[config.mk]
export PLATFORM = sky130hd
export DESIGN_NAME = branch_predict_update
export DESIGN_NICKNAME = d
export VERILOG_FILES = /design/src/rtl/branch_predict_update.sv
export SDC_FILE = /design/constraint.sdc
export NUM_CORES = 1
export LEC_CHECK = 0
export ABC_CLOCK_PERIOD_IN_PS = 7500
export CAP_MARGIN = 5
export CORE_UTILIZATION = 45
export CTS_BUF_LIST = sky130_fd_sc_hd__clkbuf_4 sky130_fd_sc_hd__clkbuf_8
export DETAILED_ROUTE_END_ITERATION = 7
export PLACE_DENSITY = 0.75
export SYNTH_ARGS = -nofsm -noshare
export SYNTH_HDL_FRONTEND = slang
export SYNTH_SLANG_ARGS = --single-unit
[constraint.sdc]
create_clock -name CLK -period 7.5 [get_ports CLK]
set_input_delay 1.5 -clock CLK [delete_from_list [all_inputs] [get_ports CLK]]
set_output_delay 1.5 -clock CLK [all_outputs]
set_load 0.05 [all_outputs]
[src/rtl/branch_predict_update.sv]
// Bimodal branch predictor: 2-bit saturating counter table, misprediction
// detection, registered flush/redirect and a post-flush squash window.
module branch_predict_update #(
  parameter int         INDEX_BITS    = 6,
  parameter int         SQUASH_CYCLES = 1,     // 1..7
  parameter logic [1:0] CTR_INIT      = 2'b01
) (
  input  logic        CLK,
  input  logic        RESET,
  input  logic [31:0] Fetch_PC,
  input  logic        Fetch_Valid,
  output logic        Pred_Taken,
  input  logic        Resolve_Valid,
  input  logic        Resolve_IsBranch,
  input  logic [31:0] Resolve_PC,
  input  logic        Resolve_Taken,
  input  logic        Resolve_Pred,
  input  logic [31:0] Resolve_Target,
  input  logic [31:0] Resolve_FallThru,
  output logic        Flush,
  output logic [31:0] Redirect_PC,
  output logic [31:0] Branch_Count,
  output logic [31:0] Mispredict_Count,
  output logic [1:0]  State_Dbg
);

  localparam int ENTRIES = 1 << INDEX_BITS;

  typedef enum logic [1:0] {
    S_IDLE   = 2'd0,
    S_FLUSH  = 2'd1,
    S_SQUASH = 2'd2
  } state_e;

  state_e      state_q, state_d;
  logic [2:0]  sq_cnt_q, sq_cnt_d;
  logic        flush_q;
  logic [31:0] redirect_q;
  logic [31:0] br_cnt_q;
  logic [31:0] mis_cnt_q;
  logic [1:0]  table_q [ENTRIES];

  logic [INDEX_BITS-1:0] fetch_idx;
  logic [INDEX_BITS-1:0] res_idx;
  logic                  accept;
  logic                  train;
  logic                  mis;
  logic [1:0]            ctr_cur;
  logic [1:0]            ctr_next;
  logic                  unused_bits;

  assign fetch_idx = Fetch_PC[INDEX_BITS+1:2];
  assign res_idx   = Resolve_PC[INDEX_BITS+1:2];

  // Only the index bits of either PC matter; the rest are deliberately ignored.
  assign unused_bits = ^{Fetch_PC[31:INDEX_BITS+2], Fetch_PC[1:0],
                         Resolve_PC[31:INDEX_BITS+2], Resolve_PC[1:0]};

  // Table read has no write bypass: an update lands at the edge and is seen after it.
  assign Pred_Taken = table_q[fetch_idx][1] & Fetch_Valid;

  assign accept  = Resolve_Valid & (state_q != S_SQUASH);
  assign train   = accept & Resolve_IsBranch;
  assign mis     = accept & (Resolve_Taken != Resolve_Pred);
  assign ctr_cur = table_q[res_idx];

  always_comb begin
    ctr_next = ctr_cur;
    if (Resolve_Taken) begin
      if (ctr_cur != 2'b11) ctr_next = ctr_cur + 2'b01;
    end else begin
      if (ctr_cur != 2'b00) ctr_next = ctr_cur - 2'b01;
    end
  end

  always_ff @(posedge CLK or posedge RESET) begin
    if (RESET) begin
      for (int i = 0; i < ENTRIES; i++) table_q[i] <= CTR_INIT;
    end else if (train) begin
      table_q[res_idx] <= ctr_next;
    end
  end

  // A resolve in the FLUSH cycle is still accepted, so FLUSH can re-enter itself.
  always_comb begin
    state_d  = state_q;
    sq_cnt_d = sq_cnt_q;
    case (state_q)
      S_IDLE: begin
        if (mis) state_d = S_FLUSH;
      end
      S_FLUSH: begin
        if (mis) begin
          state_d = S_FLUSH;
        end else begin
          state_d  = S_SQUASH;
          sq_cnt_d = 3'(SQUASH_CYCLES);
        end
      end
      S_SQUASH: begin
        sq_cnt_d = sq_cnt_q - 3'd1;
        if (sq_cnt_q <= 3'd1) begin
          state_d  = S_IDLE;
          sq_cnt_d = 3'd0;
        end
      end
      default: begin
        state_d  = S_IDLE;
        sq_cnt_d = 3'd0;
      end
    endcase
  end

  always_ff @(posedge CLK or posedge RESET) begin
    if (RESET) begin
      state_q    <= S_IDLE;
      sq_cnt_q   <= 3'd0;
      flush_q    <= 1'b0;
      redirect_q <= 32'd0;
      br_cnt_q   <= 32'd0;
      mis_cnt_q  <= 32'd0;
    end else begin
      state_q  <= state_d;
      sq_cnt_q <= sq_cnt_d;
      flush_q  <= mis;
      if (mis) redirect_q <= Resolve_Taken ? Resolve_Target : Resolve_FallThru;
      if (train) br_cnt_q <= br_cnt_q + 32'd1;
      if (mis) mis_cnt_q <= mis_cnt_q + 32'd1;
    end
  end

  assign Flush            = flush_q;
  assign Redirect_PC      = redirect_q;
  assign Branch_Count     = br_cnt_q;
  assign Mispredict_Count = mis_cnt_q;
  assign State_Dbg        = state_q;

endmodule

---- Word level (Yosys, flattened, before mapping) ----
Cells that the tools add are included.
cells by class
  bitwise gates (word level) .............. 7
  magnitude comparators ................... 4
  $add $sub $neg .......................... 5
  reduce and logical (&&, ||, !) cells .... 5
  equal/unequal tests ..................... 8
  mux-type cells .......................... 20
operators with widths
  operator                                                         count
  bitwise mux 128 bit                                              1
  adder 32 x 1 -> 32 bit (second input constant)                   2
  2-to-1 mux 32 bit                                                1
  binary-select mux 2 bit (select 6 bit)                           2
  2-to-1 mux 2 bit                                                 11
  greater-or-equal comparator 7 bit (second input constant)        2
  NOT 6 -> 7 bit                                                   2
  demux 2 bit (select 6 bit)                                       1
  != test 2 bit (second input constant)                            5
  case mux 3 bit (3 select lines)                                  1
  < comparator 7 x 1 -> 1 bit (second input constant)              1
  2-to-1 mux 3 bit                                                 2
  case mux 2 bit (3 select lines)                                  1
  AND 1 bit                                                        4
  AND reduction 2 bit                                              2
  less-or-equal comparator 3 x 1 -> 1 bit (second input constant)  1
  subtractor 3 x 1 -> 3 bit (second input constant)                1
  adder 2 x 1 -> 2 bit (second input constant)                     1
  == test 2 x 1 -> 1 bit (second input constant)                   1
  == test 2 bit (second input constant)                            1
  zero test 2 bit                                                  1
  nonzero test 2 bit                                               1
  subtractor 2 x 1 -> 2 bit (second input constant)                1
  logical AND 1 bit                                                1
  other kinds (2)                                                  2
word-level totals
  word-level logic and storage cells ...... 119
  register bits ........................... 230

---- Depth between registers and ports, before layout ----
Gate-level depths: netlist of the first run.
  depth in word-level cells ............... 8
  depth in mapped cells ................... 12
  gate-level depth less buffers ........... 10

---- Worst setup path after synthesis of the first run ----
No wires, ideal clock.
  path type ............................... input -> output
  start ................................... input Fetch_PC[2]
  end ..................................... output Pred_Taken
  buffers on the path ..................... 2
  setup slack ............................. 1.781 ns
  stages on the path ...................... 6
  arrival ................................. 4.219 ns
  cell sequence ........................... clkbuf_1 -> buf_1 -> mux4_2 -> mux4_2 -> mux4_2 -> and2_1
on the way
  longest elaborated chain between the ends .. 5
RTL lines
  what                                                 RTL line  RTL
  start, declared                                      10        input logic [31:0] Fetch_PC,
  NOT 6 -> 7 bit (implied by the code)                 60        assign Pred_Taken = table_q[fetch_idx][1] & Fetch_Valid;
  binary-select mux 2 bit (select 6 bit)               60
  2-to-1 mux 2 bit (implied by the code) (2 in a row)  60
  AND 1 bit                                            60
  end, declared                                        12        output logic Pred_Taken,
No other way between the ends. The select of a mux whose other input is x is not followed.

---- Worst setup path after layout of the first run ----
  start ................................... input Fetch_PC[3]
  end ..................................... output Pred_Taken
The elaborated chain is that of the path after synthesis.

==> results of run 1 <==
[worst max-delay path by stage]
stage                            end  slack (ns)  cells past startpoint   startpoint
after global routing      Pred_Taken        1.17                      6  Fetch_PC[3]
final                     Pred_Taken        1.20                      6  Fetch_PC[3]
after floorplan           Pred_Taken        1.78                      6  Fetch_PC[2]
after global placement    Pred_Taken        1.24                      6  Fetch_PC[3]
after CTS                 Pred_Taken        1.23                      6  Fetch_PC[3]
after detailed placement  Pred_Taken        1.23                      6  Fetch_PC[3]
[synth_stat cells (all sizes together), types with 10 or more instances]
cell,count
a21oi,44
and3,14
buf,25
clkbuf,26
dfrtp,166
dfstp,64
inv,21
mux2,10
mux2i,56
mux4,33
nand2,222
nand3,27
nand3b,11
nand4,17
nor2,64
nor3,12
o21ai,128
xnor2,46
xor2,17
[state kept, by name, summed over array words and instances, names as in the netlist]
name,cells
table_q,128
sq_cnt_q,3
Branch_Count,32
State_Dbg,2
Flush,1
Mispredict_Count,32
Redirect_PC,32
[area by class of cell]
cell class | instances | area (um^2)
sequential | 230 | 5840
tap | 324 | 405
clock buffer | 67 | 822
clock inverter | 7 | 47.5
timing repair buffer | 199 | 1950
inverter | 21 | 82.6
fill | 2062 | 10200
multi-input combinational | 777 | 5090
[metal layers]
metal / track usage, % / vias to the layer above / routed length, um / share of wire [%]
li1: - / 4165 / - / -
met1: 30.1 / 4314 / 12300 / 42
met2: 37.2 / 332 / 13500 / 46
met3: 7.58 / 62 / 2660 / 9.0
met4: 9.96 / 0 / 991 / 3.4
met5: 0 / - / 0 / 0
[worst max-delay path, stage by stage]
cell and delay, ns:
clkdlybuf4s50_1 1.03, mux4_2 0.44, mux4_2 0.50, mux4_2 0.47, and2_1 0.16, clkdlybuf4s50_1 0.69
[power by group]
part,internal [mW],switching (mW)
logic,0.367,0.661
clock network,0.696,0.527
registers,1.42,0.123
total,2.49,1.31
[per-stage QoR]
stage / std cells / utilization [%] / setup WS (ns) / hold WS [ns] / area [um^2]
after global placement: 1551 / 54.6 / 1.24 / 0.448 / 13400
after CTS: 1625 / 58.2 / 1.23 / 0.464 / 14200
final: 1625 / 58.2 / 1.20 / 0.461 / 14200
after global routing: 1625 / 58.2 / 1.17 / 0.477 / 14200
after floorplan: 1079 / - / 1.78 / 0.441 / 11300
after detailed placement: 1551 / 54.6 / 1.23 / 0.454 / 13400
[cell families after synthesis]
family / after synthesis / synth area share [%]
compound gates: 207 / 10.4
xor+xnor: 63 / 4.90
fa+ha+maj: 9 / 0.966
buf+inv: 72 / 3.18
flops: 230 / 51.8
mux: 99 / 13.0
simple gates: 399 / 15.7
==> qor.yml, run 1 <==
synthesis:
  yosys.area.top_type_share_pct: 36.9
  synth_cells: 1079
  synth_cell_type_count: 56
  yosysSeqAreaShare_pct: 51.8
  syn_avg_cell_area_um2: 10.4
  synth_edf_count: 0
  ys_ff_latch: 230
  synth_flop_cell: "dfrtp_1"
  yosysTopAreaCell: "dfrtp_1"
  syn-num-nets: 1221
  ys_warn_count: 0
  ys_top_cells_by_area: "dfrtp_1 37%, dfstp_2 15%, nand2_1 7.4%, mux4_2 6.6%, mux2i_1 4.6%"
  synthArstFlopShare_pct: 100
  syn-cell-area_um2: 11300
sta:
  clock.fmax_ghz: 0.159
  maxSlewHeadroom_pct: 21.0
  fin_crit_sh_pct: 84.0
  tns_ns: 0
  tightest_slew_ns: 1.18
  finalMaxSlewViolations: 0
  fin_skew_ns: 0.0175
  grt_setup_unrepaired: "no"
  hold_viol_final: 0
  fin_crit_ns: 6.30
  setup_viol: 0
critical_path:
  r2r_end: "Mispredict_Count[26]$_DFFE_PP0P_"
  critPathLaunchType: "input port"
  criticalPathCategory: "in -> out"
  worstRegToRegCells: 11
  cp_data_arrival_time_ns: 4.80
  cp.required_ns: 6.00
  reg2reg_slack_ns: 4.10
  critPathMaxFanout: 16
  r2r_start: "State_Dbg[0]$_DFFE_PP0P_"
  worstSetupEndpointType: "output port"
floorplan:
  std_cell_rows: 57
  dieArea_um2: 25700
  core_area_um2: 24500
  die_y_um: 160
  ios: 235
  start_util_pct: 46.1
  fp.dieW_um: 160
layout:
  nets: 1411
  layout_commonest_cell: "nand2_1"
  layout_common_cells: "222 x nand2_1, 179 x clkdlybuf4s50_1, 166 x dfrtp_1, 72 x o21ai_0"
  syn_to_final_growth_pct: 26.3
  antenna_cells: 0
  drive_gt1_share_pct: 17.1
clock_network:
  cts_tree: "yes"
  clockBufferDepth: 3
  clk_pin_slew_ns: 0.06
  clock_insertion_delay_worst_skew_ns: 0.55
  post_cts_resized: 0
  hold_buffers: 0
  h-tree-depth: 2
  root_buffer: "clkbuf_8"
  numClockSinks: 230
  post_cts_buffers: 0
  cts_buffers: 40
global_route:
  grt_usage_pct: 23.7
  grt_pass1_wl_um: 48200
  grt_pass1_vias: 9109
  antenna_found_initial: 0
  gr-total-overflow: 0
  grt_max_degree: 174
power_and_ir_drop:
  p_leak_nw: 5.88
  p_total_mw: 3.80
  ir_drop_v: 0.000213
  powerDensity_nw_per_um2: 267
routing:
  drcViolationCount: 0
  vias: 8873
  antenna_left: 0
  firstDrtPassIters: 5
  finalWirelength_um: 29500
  wl_per_cell_um: 18.1
  first_iter_violations: 744
  viasPerCell: 5.46
placement:
  dp_hpwl_um: 20000
  io_buffer_count: 182
  gp_congestion: 0.908
hold_path:
  whs_path_depth: 2
  hp-start: "table_q[22]$_DFFE_PP1P_"
  hold_class: "reg -> reg"
  hold_path_end: "table_q[22]$_DFFE_PP1P_"
run_status:
  status: "completed"
job:
  maxCapViolations: 0
No activity file was read; power rests on OpenSTA's default activity.
==> run 2: changes to the inputs <==
--- a/config.mk
+++ b/config.mk
@@ -5,12 +5,12 @@
 export SDC_FILE = /design/constraint.sdc
 export NUM_CORES = 1
 export LEC_CHECK = 0
-export ABC_CLOCK_PERIOD_IN_PS = 7500
+export ABC_CLOCK_PERIOD_IN_PS = 6200
 export CAP_MARGIN = 5
 export CORE_UTILIZATION = 45
 export CTS_BUF_LIST = sky130_fd_sc_hd__clkbuf_4 sky130_fd_sc_hd__clkbuf_8
 export DETAILED_ROUTE_END_ITERATION = 7
-export PLACE_DENSITY = 0.75
+export PLACE_DENSITY = 0.72
 export SYNTH_ARGS = -nofsm -noshare
 export SYNTH_HDL_FRONTEND = slang
 export SYNTH_SLANG_ARGS = --single-unit
==> constraint.sdc (replaced) <==
create_clock -name CLK -period 6.2 [get_ports CLK]
set_input_delay 1.24 -clock CLK [delete_from_list [all_inputs] [get_ports CLK]]
set_output_delay 1.24 -clock CLK [all_outputs]
set_load 0.05 [all_outputs]
==> run 2 against run 1 <==
  * Die area stayed put
  * Sequential share of layout area hardly changed
  * Setup slack got worse by 0.16 ns
  * Via count decreased by 1.4%
  * Clock skew grew 0.0079 ns
  * Non-clock buffer count did not move
  * First-iteration DRC count fell by 24%
  * Routed wire length decreased by 2.0%
  * Design area about the same
  * Register-to-register slack worse by 1.4 ns
==> qor.yml, run 2 (synthesis gave the netlist of run 1 again) <==
run_status:
  status: "completed"  # unchanged
routing:
  drcViolationCount: 0  # unchanged
  vias: 8753  # was 8873
  finalWirelength_um: 28900  # was 29500 um
  first_iter_violations: 564  # was 744
  firstDrtPassIters: 7  # was 5
  antenna_left: 0  # unchanged
  wl_per_cell_um: 17.8  # was 18.1 um
  viasPerCell: 5.38  # was 5.46
critical_path:
  critPathMaxStageDelay_ns: 0.57  # was 1.03 ns
  r2r_start: "State_Dbg[0]$_DFFE_PP0P_"  # unchanged
  worstSetupEndpointType: "output port"  # unchanged
  r2r_end: "Mispredict_Count[30]$_DFFE_PP0P_"  # was Mispredict_Count[26]$_DFFE_PP0P_
  critPathLaunchType: "input port"  # unchanged
  worstRegToRegCells: 11  # unchanged
  reg2reg_slack_ns: 2.70  # was 4.10 ns
  cp_slowest_cell: "mux4_2"  # was clkdlybuf4s50_1
  cp_data_arrival_time_ns: 3.91  # was 4.80 ns
  criticalPathCategory: "in -> out"  # unchanged
  crit_top_cell: "mux4_2"  # unchanged
  crit_chain: "clkdlybuf4s50_1 -> buf_4 -> mux4_2 -> mux4_2 -> mux4_2 -> and2_1 -> buf_4"  # was clkdlybuf4s50_1 -> mux4_2 -> mux4_2 -> mux4_2 -> and2_1 -> clkdlybuf4s50_1
  critPathMaxFanout: 16  # unchanged
  cp.required_ns: 4.96  # was 6.00 ns
clock_network:
  post_cts_resized: 0  # unchanged
  clock_insertion_delay_worst_skew_ns: 0.55  # about the same
  clockBufferDepth: 3  # unchanged
  cts_tree: "yes"  # unchanged
  root_buffer: "clkbuf_8"  # unchanged
  numClockSinks: 230  # unchanged
  h-tree-depth: 2  # unchanged
  post_cts_buffers: 0  # unchanged
  hold_buffers: 0  # unchanged
  cts_buffers: 41  # was 40
  clk_pin_slew_ns: 0.05  # was 0.06 ns
layout:
  nets: 1412  # was 1411
  syn_to_final_growth_pct: 26.3  # about the same
  largest_register_ffs: 128  # unchanged
  layout_commonest_cell: "nand2_1"  # unchanged
  layout_common_cells: "222 x nand2_1, 177 x clkdlybuf4s50_1, 166 x dfrtp_1, 72 x o21ai_0"  # was 222 x nand2_1, 179 x clkdlybuf4s50_1, 166 x dfrtp_1, 72 x o21ai_0
  antenna_cells: 0  # unchanged
  drive_gt1_share_pct: 17.3  # was 17.1%
  top_register: "table_q"  # unchanged
  nFillCells: 2047  # was 2062
global_route:
  grt_max_degree: 185  # was 174
  gr-total-overflow: 0  # unchanged
  antenna_found_initial: 1  # was 0
  grt_pass1_vias: 8910  # was 9109
  grt_usage_pct: 23.0  # was 23.7%
  grt_pass1_wl_um: 47000  # was 48200 um
sta:
  fin_skew_ns: 0.0254  # was 0.0175 ns
  finalMaxSlewViolations: 0  # unchanged
  fin_crit_sh_pct: 83.1
  tightest_slew_ns: 1.15  # was 1.18 ns
  maxSlewHeadroom_pct: 23.4  # was 21.0%
  grt_setup_unrepaired: "no"  # unchanged
  setup_viol: 0  # unchanged
  fin_crit_ns: 5.15
  tns_ns: 0  # unchanged
  clock.fmax_ghz: 0.194
  hold_viol_final: 0  # unchanged
hold_path:
  whs_path_depth: 2  # unchanged
  hold_class: "reg -> reg"  # unchanged
  hp-start: "table_q[74]$_DFFE_PP1P_"  # was table_q[22]$_DFFE_PP1P_
  hold_path_end: "table_q[74]$_DFFE_PP1P_"  # was table_q[22]$_DFFE_PP1P_
power_and_ir_drop:
  internal-power_mw: 3.02  # was 2.49 mW
  p_leak_nw: 5.89  # was 5.88 nW
  ir_drop_v: 0.000272  # was 0.000213 V
  powerDensity_nw_per_um2: 323  # was 267 nW/um^2
  p_sw_mw: 1.58  # was 1.31 mW
  swShare_pct: 34.4  # was 34.5%
  clockPowerShare_pct: 32.4  # was 32.2%
  combPwrFrac_pct: 26.9  # was 27.1%
  p_total_mw: 4.60  # was 3.80 mW
  power_frac_seq_pct: 40.7  # about the same
floorplan:
  die_y_um: 160  # unchanged
  ios: 235  # unchanged
  fp.dieW_um: 160  # unchanged
  core_area_um2: 24500  # unchanged
  dieArea_um2: 25700  # unchanged
  std_cell_rows: 57  # unchanged
  start_util_pct: 46.1  # unchanged
placement:
  io_buffer_count: 182  # unchanged
  dp_hpwl_um: 19400  # was 20000 um
  gp_congestion: 0.911  # was 0.908
job:
  maxCapViolations: 0  # unchanged
[run 2: cell type report]
| class | count | area [um^2] | share of cell area, % |
|---|---|---|---|
| Sequential cell | 230 | 5840 | 41.0 |
| Multi-Input combinational cell | 777 | 5090 | 35.8 |
| Timing Repair Buffer | 199 | 1940 | 13.6 |
| Clock buffer | 71 | 840 | 5.90 |
| Tap cell | 324 | 405 | 2.85 |
| Inverter | 21 | 82.6 | 0.580 |
| Clock inverter | 5 | 35.0 | 0.246 |
[run 2: critical path: cells and delay by family]
family | cells | cell delay, ns
multiplexers | 3 | 1.53
AND/OR/NAND/NOR | 1 | 0.16
buffers and inverters | 3 | 0.96
[run 2: power groups by stage]
stage	clock (mW)	sequential, mW	combinational, mW
floorplan	0	2.26	0.427
global placement	0	1.88	1.23
detailed placement	0	1.89	1.24
CTS	1.53	1.87	1.25
global route	1.60	1.90	1.33
finish	1.49	1.87	1.24
[run 2: worst max path at each step]
stage / startpoint / endpoint / cells past startpoint
5_1_grt: Fetch_PC[2] / Pred_Taken / 7
6_report: Fetch_PC[2] / Pred_Taken / 7
2_1_floorplan: Fetch_PC[2] / Pred_Taken / 6
3_3_place_gp: Fetch_PC[2] / Pred_Taken / 7
3_5_place_dp: Fetch_PC[2] / Pred_Taken / 7
4_1_cts: Fetch_PC[2] / Pred_Taken / 7
[run 2: metal layers]
metal | routed length (um) | vias up | track usage (%)
met5 | 0 | - | 0
met4 | 507 | 0 | 6.45
met3 | 2930 | 48 | 7.87
met2 | 13500 | 347 | 37.1
met1 | 12000 | 4200 | 29.6
li1 | - | 4158 | -
[run 2: metrics by stage]
step	util, %	cell area, um^2	std cells	hold slack, ns	setup WS, ns
global placement	54.6	13400	1551	0.449	1.02
CTS	58.2	14200	1627	0.463	1.03
detailed placement	54.6	13400	1551	0.454	1.04
global route	58.2	14200	1627	0.476	0.964
finish	58.2	14200	1627	0.459	1.05
floorplan	-	11300	1079	0.441	1.00
==> run 3: changes to the inputs <==
--- a/config.mk
+++ b/config.mk
@@ -5,12 +5,12 @@
 export SDC_FILE = /design/constraint.sdc
 export NUM_CORES = 1
 export LEC_CHECK = 0
-export ABC_CLOCK_PERIOD_IN_PS = 6200
+export ABC_CLOCK_PERIOD_IN_PS = 4400
 export CAP_MARGIN = 5
 export CORE_UTILIZATION = 45
 export CTS_BUF_LIST = sky130_fd_sc_hd__clkbuf_4 sky130_fd_sc_hd__clkbuf_8
 export DETAILED_ROUTE_END_ITERATION = 7
-export PLACE_DENSITY = 0.72
+export PLACE_DENSITY = 0.75
 export SYNTH_ARGS = -nofsm -noshare
 export SYNTH_HDL_FRONTEND = slang
 export SYNTH_SLANG_ARGS = --single-unit
==> constraint.sdc (replaced) <==
create_clock -name CLK -period 4.4 [get_ports CLK]
set_input_delay 0.88 -clock CLK [delete_from_list [all_inputs] [get_ports CLK]]
set_output_delay 0.88 -clock CLK [all_outputs]
set_load 0.05 [all_outputs]
==> run 3 against run 2 <==
  * Utilization grew 1.1 points
  * Non-clock buffer count rose by 24
  * Hold slack better by 0.0011 ns
  * Count of clock-buffer cells in the layout is 1 lower
  * Setup slack worse by 0.79 ns
  * Sequential power increased by 41%
  * Critical endpoint unchanged
  * Sequential cell count unchanged
==> qor.yml, run 3 (synthesis gave the netlist of run 1 again) <==
layout:
  stdcell_count: 1651  # was 1627
  largest_register_ffs: 128  # unchanged
  drive_gt1_share_pct: 18.5  # was 17.3%
  syn_to_final_growth_pct: 28.7  # was 26.3%
  nets: 1436  # was 1412
  final_core_util_pct: 59.3  # was 58.2%
  design_area_um2: 14500  # was 14200 um^2
  top_register: "table_q"  # unchanged
  layout_common_cells: "222 x nand2_1, 177 x clkdlybuf4s50_1, 166 x dfrtp_1, 72 x o21ai_0"  # unchanged
  layout_commonest_cell: "nand2_1"  # unchanged
  antenna_cells: 0  # unchanged
routing:
  viasPerCell: 5.46  # was 5.38
  antenna_left: 0  # unchanged
  vias: 9014  # was 8753
  wl_per_cell_um: 18.3  # was 17.8 um
  firstDrtPassIters: 5  # was 7
  finalWirelength_um: 30300  # was 28900 um
  drcViolationCount: 0  # unchanged
  first_iter_violations: 586  # was 564
sta:
  fin_hold_ws_ns: 0.460  # was 0.459 ns
  maxSlewHeadroom_pct: 33.0  # was 23.4%
  setup_viol: 0  # unchanged
  tns_ns: 0  # unchanged
  fin_crit_sh_pct: 94.2
  fin_crit_ns: 4.15
  finalMaxSlewViolations: 0  # unchanged
  clock.fmax_ghz: 0.241
  fin_skew_ns: 0.00980  # was 0.0254 ns
  tightest_slew_ns: 1.00  # was 1.15 ns
  hold_viol_final: 0  # unchanged
  setup_slack_ns: 0.254  # was 1.05 ns
  grt_setup_unrepaired: "no"  # unchanged
critical_path:
  critPathMaxStageDelay_ns: 0.54  # was 0.57 ns
  crit_chain: "clkdlybuf4s50_1 -> buf_12 -> mux4_2 -> mux4_2 -> mux4_2 -> and2_1 -> buf_4"  # was clkdlybuf4s50_1 -> buf_4 -> mux4_2 -> mux4_2 -> mux4_2 -> and2_1 -> buf_4
  cp.required_ns: 3.52  # was 4.96 ns
  r2r_start: "State_Dbg[0]$_DFFE_PP0P_"  # unchanged
  worstRegToRegCells: 10  # was 11
  criticalPathCategory: "in -> out"  # unchanged
  cp_slowest_cell: "mux4_2"  # unchanged
  reg2reg_slack_ns: 1.58  # was 2.70 ns
  worstSetupEndpointType: "output port"  # unchanged
  critPathMaxFanout: 16  # unchanged
  cp_data_arrival_time_ns: 3.27  # was 3.91 ns
  critPathLaunchType: "input port"  # unchanged
  crit_top_cell: "mux4_2"  # unchanged
  r2r_end: "Mispredict_Count[29]$_DFFE_PP0P_"  # was Mispredict_Count[30]$_DFFE_PP0P_
clock_network:
  post_cts_buffers: 0  # unchanged
  cts_buffers: 41  # unchanged
  clk_pin_slew_ns: 0.06  # was 0.05 ns
  numClockSinks: 230  # unchanged
  clockBufferDepth: 3  # unchanged
  clock_insertion_delay_worst_skew_ns: 0.55  # about the same
  post_cts_resized: 0  # unchanged
  cts_tree: "yes"  # unchanged
  h-tree-depth: 2  # unchanged
  hold_buffers: 0  # unchanged
  root_buffer: "clkbuf_8"  # unchanged
power_and_ir_drop:
  p_leak_nw: 6.05  # was 5.89 nW
  p_total_mw: 6.51  # was 4.60 mW
  powerDensity_nw_per_um2: 449  # was 323 nW/um^2
  ir_drop_v: 0.000355  # was 0.000272 V
floorplan:
  die_y_um: 160  # unchanged
  fp.dieW_um: 160  # unchanged
  ios: 235  # unchanged
  core_area_um2: 24500  # unchanged
  std_cell_rows: 57  # unchanged
  dieArea_um2: 25700  # unchanged
  start_util_pct: 46.1  # unchanged
job:
  maxCapViolations: 0  # unchanged
hold_path:
  hold_path_end: "table_q[30]$_DFFE_PP1P_"  # was table_q[74]$_DFFE_PP1P_
  hp-start: "table_q[30]$_DFFE_PP1P_"  # was table_q[74]$_DFFE_PP1P_
  whs_path_depth: 2  # unchanged
  hold_class: "reg -> reg"  # unchanged
placement:
  place_area_um2: 13600  # was 13400 um^2
  gp_congestion: 0.892  # was 0.911
  placed_cells: 1574  # was 1551
  dp_hpwl_um: 20800  # was 19400 um
  place_worst_setup_slack_ns: 0.0411  # was 1.04 ns
  io_buffer_count: 182  # unchanged
global_route:
  grt_usage_pct: 23.9  # was 23.0%
  grt_pass1_wl_um: 48500  # was 47000 um
  antenna_found_initial: 0  # was 1
  grt_max_degree: 71  # was 185
  grt_pass1_vias: 9095  # was 8910
  gr-total-overflow: 0  # unchanged
run_status:
  status: "completed"  # unchanged
==> run 3: layout make-up <==
class / instances / area, um^2
clock inverter: 6 / 40.0
sequential: 230 / 5840
fill: 2067 / 9970
timing repair buffer: 223 / 2230
inverter: 21 / 82.6
tap: 324 / 405
clock buffer: 70 / 826
multi-input combinational: 777 / 5070
==> run 3: worst max-delay path, delay by kind of cell <==
kind          cells  cell delay (ns)
mux               3             1.35
buf+inv           3             0.87
simple gates      1             0.17
==> run 3: worst max-delay path by stage <==
stage,startpoint,end,cells after the start,slack (ns)
finish,Fetch_PC[3],Pred_Taken,7,0.25
global route,Fetch_PC[3],Pred_Taken,7,0.22
CTS,Fetch_PC[2],Pred_Taken,7,0.03
detailed placement,Fetch_PC[2],Pred_Taken,7,0.04
global placement,Fetch_PC[2],Pred_Taken,7,0.04
floorplan,Fetch_PC[2],Pred_Taken,6,0.17
==> run 3: report_power, final <==
part / switching, mW / internal [mW]
registers: 0.205 / 2.43
logic: 1.14 / 0.650
clock network: 0.895 / 1.18
total: 2.24 / 4.26
==> run 3: metal layers <==
layer  share of wire [%]  GRT usage (%)  wire length [um]
met5                   0              0                 0
met4                 2.6           7.79               797
met3                 9.4           7.77              2830
met2                  48           39.3             14500
met1                  40           29.7             12200
